<file path="src/rtl/axi_pkg.sv">
// Shared types and constants for the AXI4 write-channel slave.
package axi_pkg;

    // Write-path FSM states; the encoding is exported on state_w_out for debug.
    typedef enum logic [1:0] {
        IDLE = 2'd0,
        DATA = 2'd1,
        RESP = 2'd2
    } state_t;

    // AXI burst types (awburst)
    localparam logic [1:0] BURST_FIXED = 2'b00;
    localparam logic [1:0] BURST_INCR  = 2'b01;
    localparam logic [1:0] BURST_WRAP  = 2'b10;

    // AXI write responses (bresp)
    localparam logic [1:0] RESP_OKAY   = 2'b00;
    localparam logic [1:0] RESP_SLVERR = 2'b10;

    // Only 2-byte beats match the 16-bit local word.
    localparam logic [2:0] SIZE_16B = 3'b001;

    // A burst is unsupported when it wraps, uses the reserved burst code,
    // or moves anything other than one 16-bit word per beat.
    function automatic logic burst_unsupported(input logic [1:0] burst,
                                               input logic [2:0] size);
        return (burst == BURST_WRAP) || (burst == 2'b11) || (size != SIZE_16B);
    endfunction

endpackage

</file>
<file path="src/rtl/axi.sv">
// AXI4 write-channel slave: turns AW/W/B traffic into single-cycle writes
// on a 16-bit local register/memory port. Read channels are not handled.
module axi
    import axi_pkg::*;
#(
    parameter int ADDR_W     = 13,
    parameter int DATA_W     = 16,
    parameter int AXI_ADDR_W = 32,
    parameter int AXI_DATA_W = 64
) (
    input  logic                    a_clk,
    input  logic                    a_rst_n,
    // write address channel
    input  logic                    awvalid,
    input  logic [AXI_ADDR_W-1:0]   awaddr,
    input  logic [3:0]              awlen,
    input  logic [2:0]              awsize,
    input  logic [1:0]              awburst,
    output logic                    awready,
    // write data channel
    input  logic                    wvalid,
    input  logic [AXI_DATA_W-1:0]   wdata,
    input  logic [AXI_DATA_W/8-1:0] wstrb,
    input  logic                    wlast,
    output logic                    wready,
    // write response channel
    output logic                    bvalid,
    output logic [1:0]              bresp,
    input  logic                    bready,
    // local write port
    output logic [ADDR_W-1:0]       a_address_wr,
    output logic [DATA_W-1:0]       a_data_out,
    output logic                    a_wr,
    // debug
    output logic [1:0]              state_w_out
);

    state_t             state;
    state_t             state_nxt;

    logic [ADDR_W-1:0]  addr_q;
    logic [3:0]         len_q;
    logic [1:0]         burst_q;
    logic [2:0]         size_q;
    logic [3:0]         beat_cnt;
    logic               err_q;

    logic               aw_fire;
    logic               w_fire;
    logic               cnt_last;
    logic               burst_end;
    logic               len_mismatch;
    logic [ADDR_W-1:0]  beat_addr;

    // Upper address/data bits, strobes and the latched size have no effect
    // on the 16-bit local port; folding them here keeps them visibly consumed.
    logic               unused_inputs;
    assign unused_inputs = ^{awaddr[AXI_ADDR_W-1:ADDR_W], wdata[AXI_DATA_W-1:DATA_W],
                             wstrb, size_q};

    // Handshakes are decoded from the registered state. awready is also held
    // low while reset is asserted so the master never sees an accept then.
    assign awready     = (state == IDLE) && a_rst_n;
    assign wready      = (state == DATA);
    assign bvalid      = (state == RESP);
    assign bresp       = (bvalid && err_q) ? RESP_SLVERR : RESP_OKAY;
    assign state_w_out = state;

    assign aw_fire = awvalid && awready;
    assign w_fire  = wvalid && wready;

    // The burst closes on wlast or on the final counted beat, whichever comes
    // first; when they disagree the transaction is reported as SLVERR.
    assign cnt_last     = (beat_cnt == len_q);
    assign burst_end    = wlast || cnt_last;
    assign len_mismatch = (wlast != cnt_last);

    // FIXED keeps hitting the start word; INCR steps one word per beat and
    // wraps naturally at the top of the local address space.
    assign beat_addr = (burst_q == BURST_FIXED) ? addr_q
                                                : addr_q + ADDR_W'(beat_cnt);

    // State register
    always_ff @(posedge a_clk or negedge a_rst_n) begin
        if (!a_rst_n) begin
            state <= IDLE;
        end else begin
            state <= state_nxt;
        end
    end

    // Next-state decode; any unknown code falls back to IDLE
    always_comb begin
        state_nxt = state;
        case (state)
            IDLE: begin
                if (aw_fire) begin
                    state_nxt = DATA;
                end
            end
            DATA: begin
                if (w_fire && burst_end) begin
                    state_nxt = RESP;
                end
            end
            RESP: begin
                if (bready) begin
                    state_nxt = IDLE;
                end
            end
            default: begin
                state_nxt = IDLE;
            end
        endcase
    end

    // Burst context: captured on address accept, beat count and error
    // flag updated as data beats arrive
    always_ff @(posedge a_clk or negedge a_rst_n) begin
        if (!a_rst_n) begin
            addr_q   <= '0;
            len_q    <= '0;
            burst_q  <= '0;
            size_q   <= '0;
            beat_cnt <= '0;
            err_q    <= 1'b0;
        end else if (aw_fire) begin
            addr_q   <= awaddr[ADDR_W-1:0];
            len_q    <= awlen;
            burst_q  <= awburst;
            size_q   <= awsize;
            beat_cnt <= '0;
            err_q    <= burst_unsupported(awburst, awsize);
        end else if (w_fire) begin
            beat_cnt <= beat_cnt + 4'd1;
            if (burst_end && len_mismatch) begin
                err_q <= 1'b1;
            end
        end
    end

    // Local write port: one registered strobe per accepted beat; address
    // and data hold their last values between writes. Beats of a burst
    // already flagged as bad are dropped.
    always_ff @(posedge a_clk or negedge a_rst_n) begin
        if (!a_rst_n) begin
            a_wr         <= 1'b0;
            a_address_wr <= '0;
            a_data_out   <= '0;
        end else begin
            a_wr <= 1'b0;
            if (w_fire && !err_q) begin
                a_wr         <= 1'b1;
                a_address_wr <= beat_addr;
                a_data_out   <= wdata[DATA_W-1:0];
            end
        end
    end

endmodule

</file>
<file path="config.mk">
export PLATFORM = sky130hd
export DESIGN_NAME = axi
export DESIGN_NICKNAME = d
export VERILOG_FILES = /design/src/rtl/axi_pkg.sv /design/src/rtl/axi.sv
export SDC_FILE = /design/constraint.sdc
export NUM_CORES = 1
export LEC_CHECK = 0
export BUFFER_PORTS_ARGS = -buffer_cell sky130_fd_sc_hd__buf_2
export CORE_MARGIN = 2
export CORE_UTILIZATION = 43
export CTS_BUF_LIST = sky130_fd_sc_hd__clkbuf_4 sky130_fd_sc_hd__clkbuf_8 sky130_fd_sc_hd__clkbuf_16
export CTS_CLUSTER_DIAMETER = 60
export DETAILED_ROUTE_END_ITERATION = 6
export PLACE_DENSITY = 0.79
export SLEW_MARGIN = 20
export SYNTH_ARGS = -nofsm -noshare
export SYNTH_HDL_FRONTEND = slang
export SYNTH_SLANG_ARGS = --single-unit
</file>
<file path="constraint.sdc">
create_clock -name a_clk -period 2.9 [get_ports a_clk]
set_input_delay 0.58 -clock a_clk [delete_from_list [all_inputs] [get_ports a_clk]]
set_output_delay 0.58 -clock a_clk [all_outputs]
set_load 0.05 [all_outputs]
</file>
==> results of run 1 <==
flip-flops by register name, indices dropped and copies added, names as in the netlist, 2 cells and up:
signal / cells
a_address_wr: 13
a_data_out: 16
addr_q: 13
beat_cnt: 4
burst_q: 2
len_q: 4
state_w_out: 2
layer usage:
layer  global-route usage  share of wire  vias up
met5                    0              0        -
met4               0.0567          0.016        0
met3               0.0374          0.059        5
met2                0.259           0.47       53
met1                0.176           0.46      828
li1                     -              -      891
cells by family after synthesis:
kind of cell | after synthesis
buffers and inverters | 16
AO/OA/AOI/OAI | 36
other | 1
multiplexers | 34
XOR/XNOR | 16
flip-flops | 56
AND/OR/NAND/NOR | 46
adder cells (fa/ha/maj) | 7
final cells by class:
type / instances / area, um2
fill: 507 / 2750
multi-input combinational: 140 / 1120
clock buffer: 5 / 68.8
sequential: 56 / 1400
inverter: 7 / 26.3
timing repair buffer: 82 / 418
clock inverter: 3 / 47.5
tap: 75 / 93.8
worst max path at each step:
stage,endpoint,slack [ns]
floorplan,bresp[1],0.29
finish,a_address_wr[12],0.66
global placement,a_address_wr[12],0.71
detailed placement,a_address_wr[12],0.68
CTS,a_address_wr[12],0.66
global route,a_address_wr[12],0.56
metrics by stage:
stage          total power, mW  hold WS, ns  utilization  cells  instance area, um2
2_1_floorplan             2.91        0.284            -    212                2620
3_3_place_gp              3.29        0.484        0.516    360                3060
3_5_place_dp              3.35        0.489        0.516    360                3060
4_1_cts                   3.87        0.479        0.536    368                3170
5_1_grt                   4.10        0.484        0.536    368                3170
6_report                  3.83        0.446        0.536    368                3170
power breakdown:
part	leakage [nW]	total, mW	switching [mW]	internal, mW
sequential	0.692	1.39	0.258	1.13
clock	0.0583	0.508	0.248	0.260
combinational	0.765	1.93	1.28	0.650
total	1.51	3.83	1.78	2.04
layout by cell type (no fill, tap or decap), types with 3 or more instances in the layout:
cell      synthesis  final
a21oi_1          21     21
buf_2             2     79
buf_4             1      3
clkbuf_8          0      5
dfrtp_1          56     56
ha_1              6      6
inv_1             7      7
mux2_2           33     33
nand2_1           7      7
nand4_1           3      3
nor2_1           18     18
xnor2_1          14     14
critical path, cell delays in order, from the launching register on:
cell and delay [ns]:
dfrtp_1 0.47, ha_1 0.23, inv_1 0.06, fa_1 0.37, and2b_4 0.28, o21ai_4 0.08, a2111oi_4 0.38, xnor2_1 0.18
a21oi_2 0.07
==> results.toml, run 1 <==
[synth]
yosysWarnings = 0
syn_nets = 338
postSynthAreaPerCell_um2 = 12.4
seq_area_frac_synth = 0.535
synth_top_family_by_area = "multiplexers"
synthXorXnorAreaFrac = 0.0535
synth_edf_count = 0
synth_top_flop_cell = "dfrtp_1"
synth.most_common_cell = "dfrtp_1"
synth_top_cell_by_area = "dfrtp_1"
async_flop_share = 1.00
synthSimpleGateAreaFrac = 0.0936
syn_area_um2 = 2620
synth_common_cells = "dfrtp_1, mux2_2, a21oi_1, nor2_1, xnor2_1"
synth_area_leaders = "dfrtp_1, mux2_2, xnor2_1, a21oi_1, ha_1"
synth-seq-cells = 56
yosys.area_share.adder = 0.0363
synth_compound_area_frac = 0.0955
synth.distinct_cells = 42
muxShareOfSynthArea = 0.146
syn_inst = 212
synth_top_cell_area_share = 0.535

[sta]
finalCriticalPeriod_ns = 2.24
hold_viol = 0
final.setup_skew_ns = 0.0111
drv_slew = 0
setup_tns_ns = 0
final-setup-viol-count = 0
max-slew-margin-rel = 0.547
worstMarginPinSlew_ns = 0.679
max_freq_ghz = 0.447
rsz0062_at_grt = "false"
period_share = 0.772
finalWorstSetupSlack_ns = 0.661

[power]
leakagePower_nw = 1.51
power_density_nw_per_um2 = 1210
ir_drop_uv = 537

[clocking]
clockBufferDepth = 2
clock_latency_ns = 0.31
hold_buffers = 0
htreeDepth = 2
cts_buffers = 5
cts.sinks = 56
cts_root_buf = "clkbuf_8"
cts_tree = "done"
cts_resized = 0
postCtsSetupBuffers = 0
cts.clk_slew.worst_paths_ns = 0.10

[global_routing]
grt_overflow_total = 0
grt_pass1_wl_um = 7570
antenna_found_initial = 0
grt_usage = 0.149
grt_pass1_vias = 1728
grt_max_degree = 57

[setup_path]
crit_fanout = 5
rr_startpoint = "beat_cnt[0]"
ff2ff_path_depth = 8
cp.arrival_ns = 2.43
required_ns = 3.09
critPathKind = "reg2reg"
critPathLaunchType = "register"
rr_endpoint = "a_address_wr[12]"
cp-end-kind = "register"
rrSetupSlack_ns = 0.66
setup.worst_path.start = "beat_cnt[0]"

[placed_design]
dp_hpwl_um = 3650
finalWeightedCongestion = 0.703
io_buffers = 79
place_ws_ns = 0.678

[route]
drt_iter0_markers = 65
remaining_drc_errors = 0
routedWlPerCell_um = 12.8
viasPerCell = 4.83
postRouteAntennaNets = 0
wl_um = 4700
num_vias = 1777
first_pass_iters = 4

[finish]
drive_above_1_share = 0.447
area_delta_synth_final_pct = 21.0
fin_nets = 418
diodes = 0

[hold_path]
hold_class = "in2async"

[floorplan]
placementRows = 28
die_y_um = 82.1
die_w_um = 82.1
start_util = 0.443
die-area_um2 = 6740
pin_count = 156
core_region_area_um2 = 5920

[run_status]
outcome = "finished, final reports clean"

[run]
drv_cap = 0
(Power assumes the default switching activity.)
==> inputs of run 2 (changes only) <==
Clock period 2.9 ns to 2.2 ns, I/O delays scaled along.
==> run 2 against run 1 <==
  * Sequential share of layout area decreased by 0.35 points
  * Combinational power rose by 34%
  * Fmax is 9.4% higher
  * Global-route usage rose by 0.66 points
  * Via count is 4.3% higher
  * First-iteration DRC count is 26% higher
  * Clock power rose by 34%
  * Critical path type unchanged
  * Critical endpoint unchanged
  * Largest power group unchanged
  * Highest routed layer unchanged
==> results.toml, run 2 (synthesis results as in run 1) <==
[run_status]
outcome = "finished, final reports clean"

[power]
leakagePower_nw = 1.52
ir_drop_uv = 739
power_density_nw_per_um2 = 1590
p_total_mw = 5.09

[finish]
area_delta_synth_final_pct = 22.0
mostFrequentLayoutCell = "buf_2"
final_area_um2 = 3200
fin_nets = 420
drive_above_1_share = 0.458
final_core_util = 0.540
diodes = 0
largest_reg_flops = 16
largest_register = "a_data_out"
final_cell_mix = "buf_2, dfrtp_1, mux2_2"
final_cell_count_no_fill = 370
reg_top3 = "a_data_out: 16 flops, a_address_wr: 13 flops, addr_q: 13 flops"

[floorplan]
placementRows = 28
die-area_um2 = 6740
core_region_area_um2 = 5920
start_util = 0.443
die_y_um = 82.1
die_w_um = 82.1
pin_count = 156

[clocking]
clock_latency_ns = 0.31
clockBufferDepth = 2
postCtsSetupBuffers = 0
cts.clk_slew.worst_paths_ns = 0.10
cts_buffers = 5
cts.sinks = 56
cts_root_buf = "clkbuf_8"
htreeDepth = 2
cts_tree = "done"

[sta]
rsz0062_at_grt = "false"
finalWorstSetupSlack_ns = 0.153
period_share = 0.930
drv_slew = 0
final-setup-viol-count = 0
finalCriticalPeriod_ns = 2.05
max-slew-margin-rel = 0.545
final.setup_skew_ns = 0.00576
hold_viol = 0
max_freq_ghz = 0.489
worstMarginPinSlew_ns = 0.680

[placed_design]
place_ws_ns = 0.0960
io_buffers = 79
dpl_cell_area_um2 = 3080
finalWeightedCongestion = 0.803
dpl.cell_count = 362
dp_hpwl_um = 3780

[route]
routedWlPerCell_um = 13.5
first_pass_iters = 4
wl_um = 5000
viasPerCell = 5.01
remaining_drc_errors = 0
drt_iter0_markers = 82
num_vias = 1853
postRouteAntennaNets = 0

[setup_path]
critPathBufInv = 1
cp.arrival_ns = 2.24
cp-end-kind = "register"
crit_family = "adder cells"
critical_path.max_stage_delay_ns = 0.38
crit_fanout = 5
cp_slowest_cell = "dfrtp_1"
required_ns = 2.40
critPathLaunchType = "register"
crit_chain = "ha_2 > inv_1 > fa_1 > and2b_4 > o21ai_4 > a2111oi_4 > xnor2_1 > a21oi_2"
critPathKind = "reg2reg"

[global_routing]
grt_max_degree = 57
antenna_found_initial = 0
grt_pass1_vias = 1777
grt_overflow_total = 0
grt_pass1_wl_um = 7920
grt_usage = 0.155

[hold_path]
hold_class = "in2async"

[run]
drv_cap = 0
==> run 2: cell types whose count changed in the layout (fill, tap and decap cells not counted) <==
| cell | delta |
|---|---|
| buf_4 | +2 |
| clkinv_4 | -2 |
| clkinvlp_4 | +1 |
| ha_1 | -1 |
| ha_2 | +1 |
| inv_6 | +1 |
| nor2b_1 | -1 |
| nor2b_2 | +1 |
| nor3b_2 | -1 |
| nor3b_4 | +1 |
==> run 2: path summary, 6_finish.rpt <==
kind / depth (start not counted) / slack [ns] / endpoint / from
min in group a_clk: 3 / 0.33 / addr_q[1] / awaddr[1]
min: 2 / 0.29 / state_w_out[0] / a_rst_n
max in group asynchronous: 2 / 1.45 / a_data_out[2] / a_rst_n
max reg2reg: 8 / 0.15 / a_address_wr[12] / addr_q[0]
max: 8 / 0.15 / a_address_wr[12] / addr_q[0]
min reg2reg: 1 / 0.51 / a_data_out[11] / a_data_out[11]
==> run 2: through the flow <==
stage / setup TNS, ns / hold slack (ns)
2_1_floorplan: -0.535 / 0.144
3_3_place_gp: 0 / 0.484
3_5_place_dp: 0 / 0.493
4_1_cts: 0 / 0.326
5_1_grt: 0 / 0.325
6_report: 0 / 0.292
==> run 2: cell type report <==
type,instances,area (um2)
fillers,545,2720
flip-flops and latches,56,1400
multi-input cells,140,1130
repair buffers,84,433
well taps,75,93.8
clock buffers,5,68.8
clock inverters,3,46.3
inverters,7,26.3
==> run 2: power breakdown <==
| part | total, mW | switching, mW | internal (mW) |
|---|---|---|---|
| Combinational | 2.58 | 1.70 | 0.874 |
| Sequential | 1.83 | 0.341 | 1.49 |
| Clock | 0.679 | 0.336 | 0.343 |
==> run 2: layer usage <==
| layer | GRT usage | routed length [um] | vias up |
|---|---|---|---|
| li1 | - | - | 891 |
| met1 | 0.194 | 2170 | 904 |
| met4 | 0.0567 | 62 | 0 |
| met3 | 0.0396 | 279 | 8 |
| met5 | 0 | 0 | - |
| met2 | 0.259 | 2500 | 50 |
==> run 2: worst reg2reg max path, delay by kind of cell (launching register included) <==
kind                       cells  cell delay, ns
adders and majority gates      2            0.57
AOI/OAI and AO/OA              3            0.48
DFF                            1            0.38
and+or+nand+nor                1            0.28
xor gates and xnor gates       1            0.18
buffers and inverters          1            0.06
==> run 2: timing repair <==
item                       in CTS  in global routing
setup endpoints to repair       0                  1
hold buffers                    0                  0
gates resized for setup         0                  1
==> inputs of run 3 (changes only) <==
Settings changed: SETUP_SLACK_MARGIN set to 0.2.
==> run 3 against run 2 <==
  * Fmax up 0.75%
  * Hold slack better by 0.0057 ns
  * Worst setup slack better by 0.015 ns
  * Die area unchanged
  * Largest cell class unchanged
==> results.toml, run 3 (synthesis results as in run 1) <==
[clocking]
cts.clk_slew.worst_paths_ns = 0.09
hold_buffers = 0
cts_buffers = 5
cts_tree = "done"
clockBufferDepth = 2
cts.sinks = 56
clock_latency_ns = 0.30
htreeDepth = 2
cts_root_buf = "clkbuf_8"

[floorplan]
die_y_um = 82.1
start_util = 0.443
core_region_area_um2 = 5920
placementRows = 28
die_w_um = 82.1
pin_count = 156
die-area_um2 = 6740

[sta]
worstMarginPinSlew_ns = 0.699
finalCriticalPeriod_ns = 2.03
max_freq_ghz = 0.492
final.setup_skew_ns = 0.00564
period_share = 0.924
drv_slew = 0
hold_viol = 0
rsz0062_at_grt = "true"
finalWorstSetupSlack_ns = 0.168
max-slew-margin-rel = 0.532
setup_tns_ns = 0
final-setup-viol-count = 0

[placed_design]
finalWeightedCongestion = 0.780
place_ws_ns = 0.174
dp_hpwl_um = 3550
io_buffers = 79

[route]
routedWlPerCell_um = 13.7
wl_um = 5120
num_vias = 1886
viasPerCell = 5.04
drt_iter0_markers = 64
postRouteAntennaNets = 0
remaining_drc_errors = 0
first_pass_iters = 4

[finish]
final_cell_mix = "buf_2, dfrtp_1, mux2_2"
drive_above_1_share = 0.485
fillers = 499
largest_register = "a_data_out"
reg_top3 = "a_data_out: 16 flops, a_address_wr: 13 flops, addr_q: 13 flops"
mostFrequentLayoutCell = "buf_2"
diodes = 0
fin_nets = 424
area_delta_synth_final_pct = 23.5
largest_reg_flops = 16

[setup_path]
critPathBufInv = 1
cp-end-kind = "register"
crit_family = "adder cells"
rr_endpoint = "a_address_wr[12]"
rrSetupSlack_ns = 0.17
crit_chain = "ha_2 > inv_1 > fa_2 > and2b_4 > o21ai_4 > a2111oi_4 > xnor2_1 > a21oi_2"
critical_path.max_stage_delay_ns = 0.37
crit_fanout = 5
critPathKind = "reg2reg"
rr_startpoint = "addr_q[0]"
ff2ff_path_depth = 8
critPathLaunchType = "register"
cp_slowest_cell = "dfrtp_1"
cp.arrival_ns = 2.23
required_ns = 2.40

[global_routing]
grt_usage = 0.152
grt_max_degree = 57
grt_overflow_total = 0
antenna_found_initial = 0
grt_pass1_wl_um = 7810
grt_pass1_vias = 1714

[power]
p_sw_frac = 0.469
p_seq_frac = 0.360
p_comb_frac = 0.522
ir_drop_uv = 784
clkPwrFrac = 0.117
p_int_mw = 2.72
power_density_nw_per_um2 = 1580
leakagePower_nw = 1.54
power_switching_mw = 2.40

[run]
drv_cap = 0

[hold_path]
hold_class = "in2async"

[run_status]
outcome = "finished, final reports clean"
## run 3: cell types whose count changed in the layout (fill, tap and decap cells not counted), sizes merged
cell,delta
bufinv,-1
buf,+4
clkinvlp,-1
clkbuf,+3
inv,-1
## run 3: how the worst max path moves through the flow
stage / from / depth (start not counted) / to
finish: addr_q[0] / 8 / a_address_wr[12]
global route: beat_cnt[0] / 8 / a_address_wr[12]
global placement: addr_q[0] / 8 / a_address_wr[12]
CTS: addr_q[0] / 8 / a_address_wr[12]
floorplan: state_w_out[0] / 5 / addr_q[10]
detailed placement: addr_q[0] / 8 / a_address_wr[12]
## run 3: worst register-to-register path: cells and delay by family (launching register included)
family	cells	cell delay [ns]
XOR/XNOR	1	0.19
adder cells (fa/ha/maj)	2	0.52
AO/OA/AOI/OAI	3	0.52
flip-flops	1	0.37
buffers and inverters	1	0.05
AND/OR/NAND/NOR	1	0.27
## run 3: power groups by stage
stage          Clock (mW)  Combinational, mW  Sequential (mW)
5_1_grt             0.655               2.87             1.92
4_1_cts             0.618               2.62             1.85
6_report            0.600               2.67             1.84
3_3_place_gp            0               2.53             1.85
2_1_floorplan           0               1.12             2.76
3_5_place_dp            0               2.59             1.87
## run 3: through the flow
step,hold WS [ns],power [mW],instance area [um2],std cells,util
3_5_place_dp,0.490,4.46,3100,361,0.523
6_report,0.297,5.11,3240,374,0.547
4_1_cts,0.335,5.09,3210,371,0.542
2_1_floorplan,0.144,3.87,2650,212,-
5_1_grt,0.351,5.44,3240,374,0.547
3_3_place_gp,0.483,4.38,3100,361,0.523
## run 3: repair_timing
action / 4_1_cts / 5_1_grt
setup endpoints to repair: 1 / 6
resized for setup: 1 / 2
pin swaps: 2 / 2
buffers inserted: 2 / 3
## run 3: layer usage
layer  share of wire  up-vias  global-route usage
li1                -      902                   -
met1            0.45      922               0.202
met2            0.49       57               0.251
met3           0.052        5              0.0286
met4          0.0068        0              0.0500
met5               0        -                   0
## run 3: cell type report
class                   count  area (um2)  share of cell area
clock buffers               8        97.6              0.0301
inverters                   7        26.3             0.00811
multi-input cells         140        1140               0.352
flip-flops and latches     56        1410               0.434
well taps                  75        93.8              0.0290
repair buffers             88         475               0.147
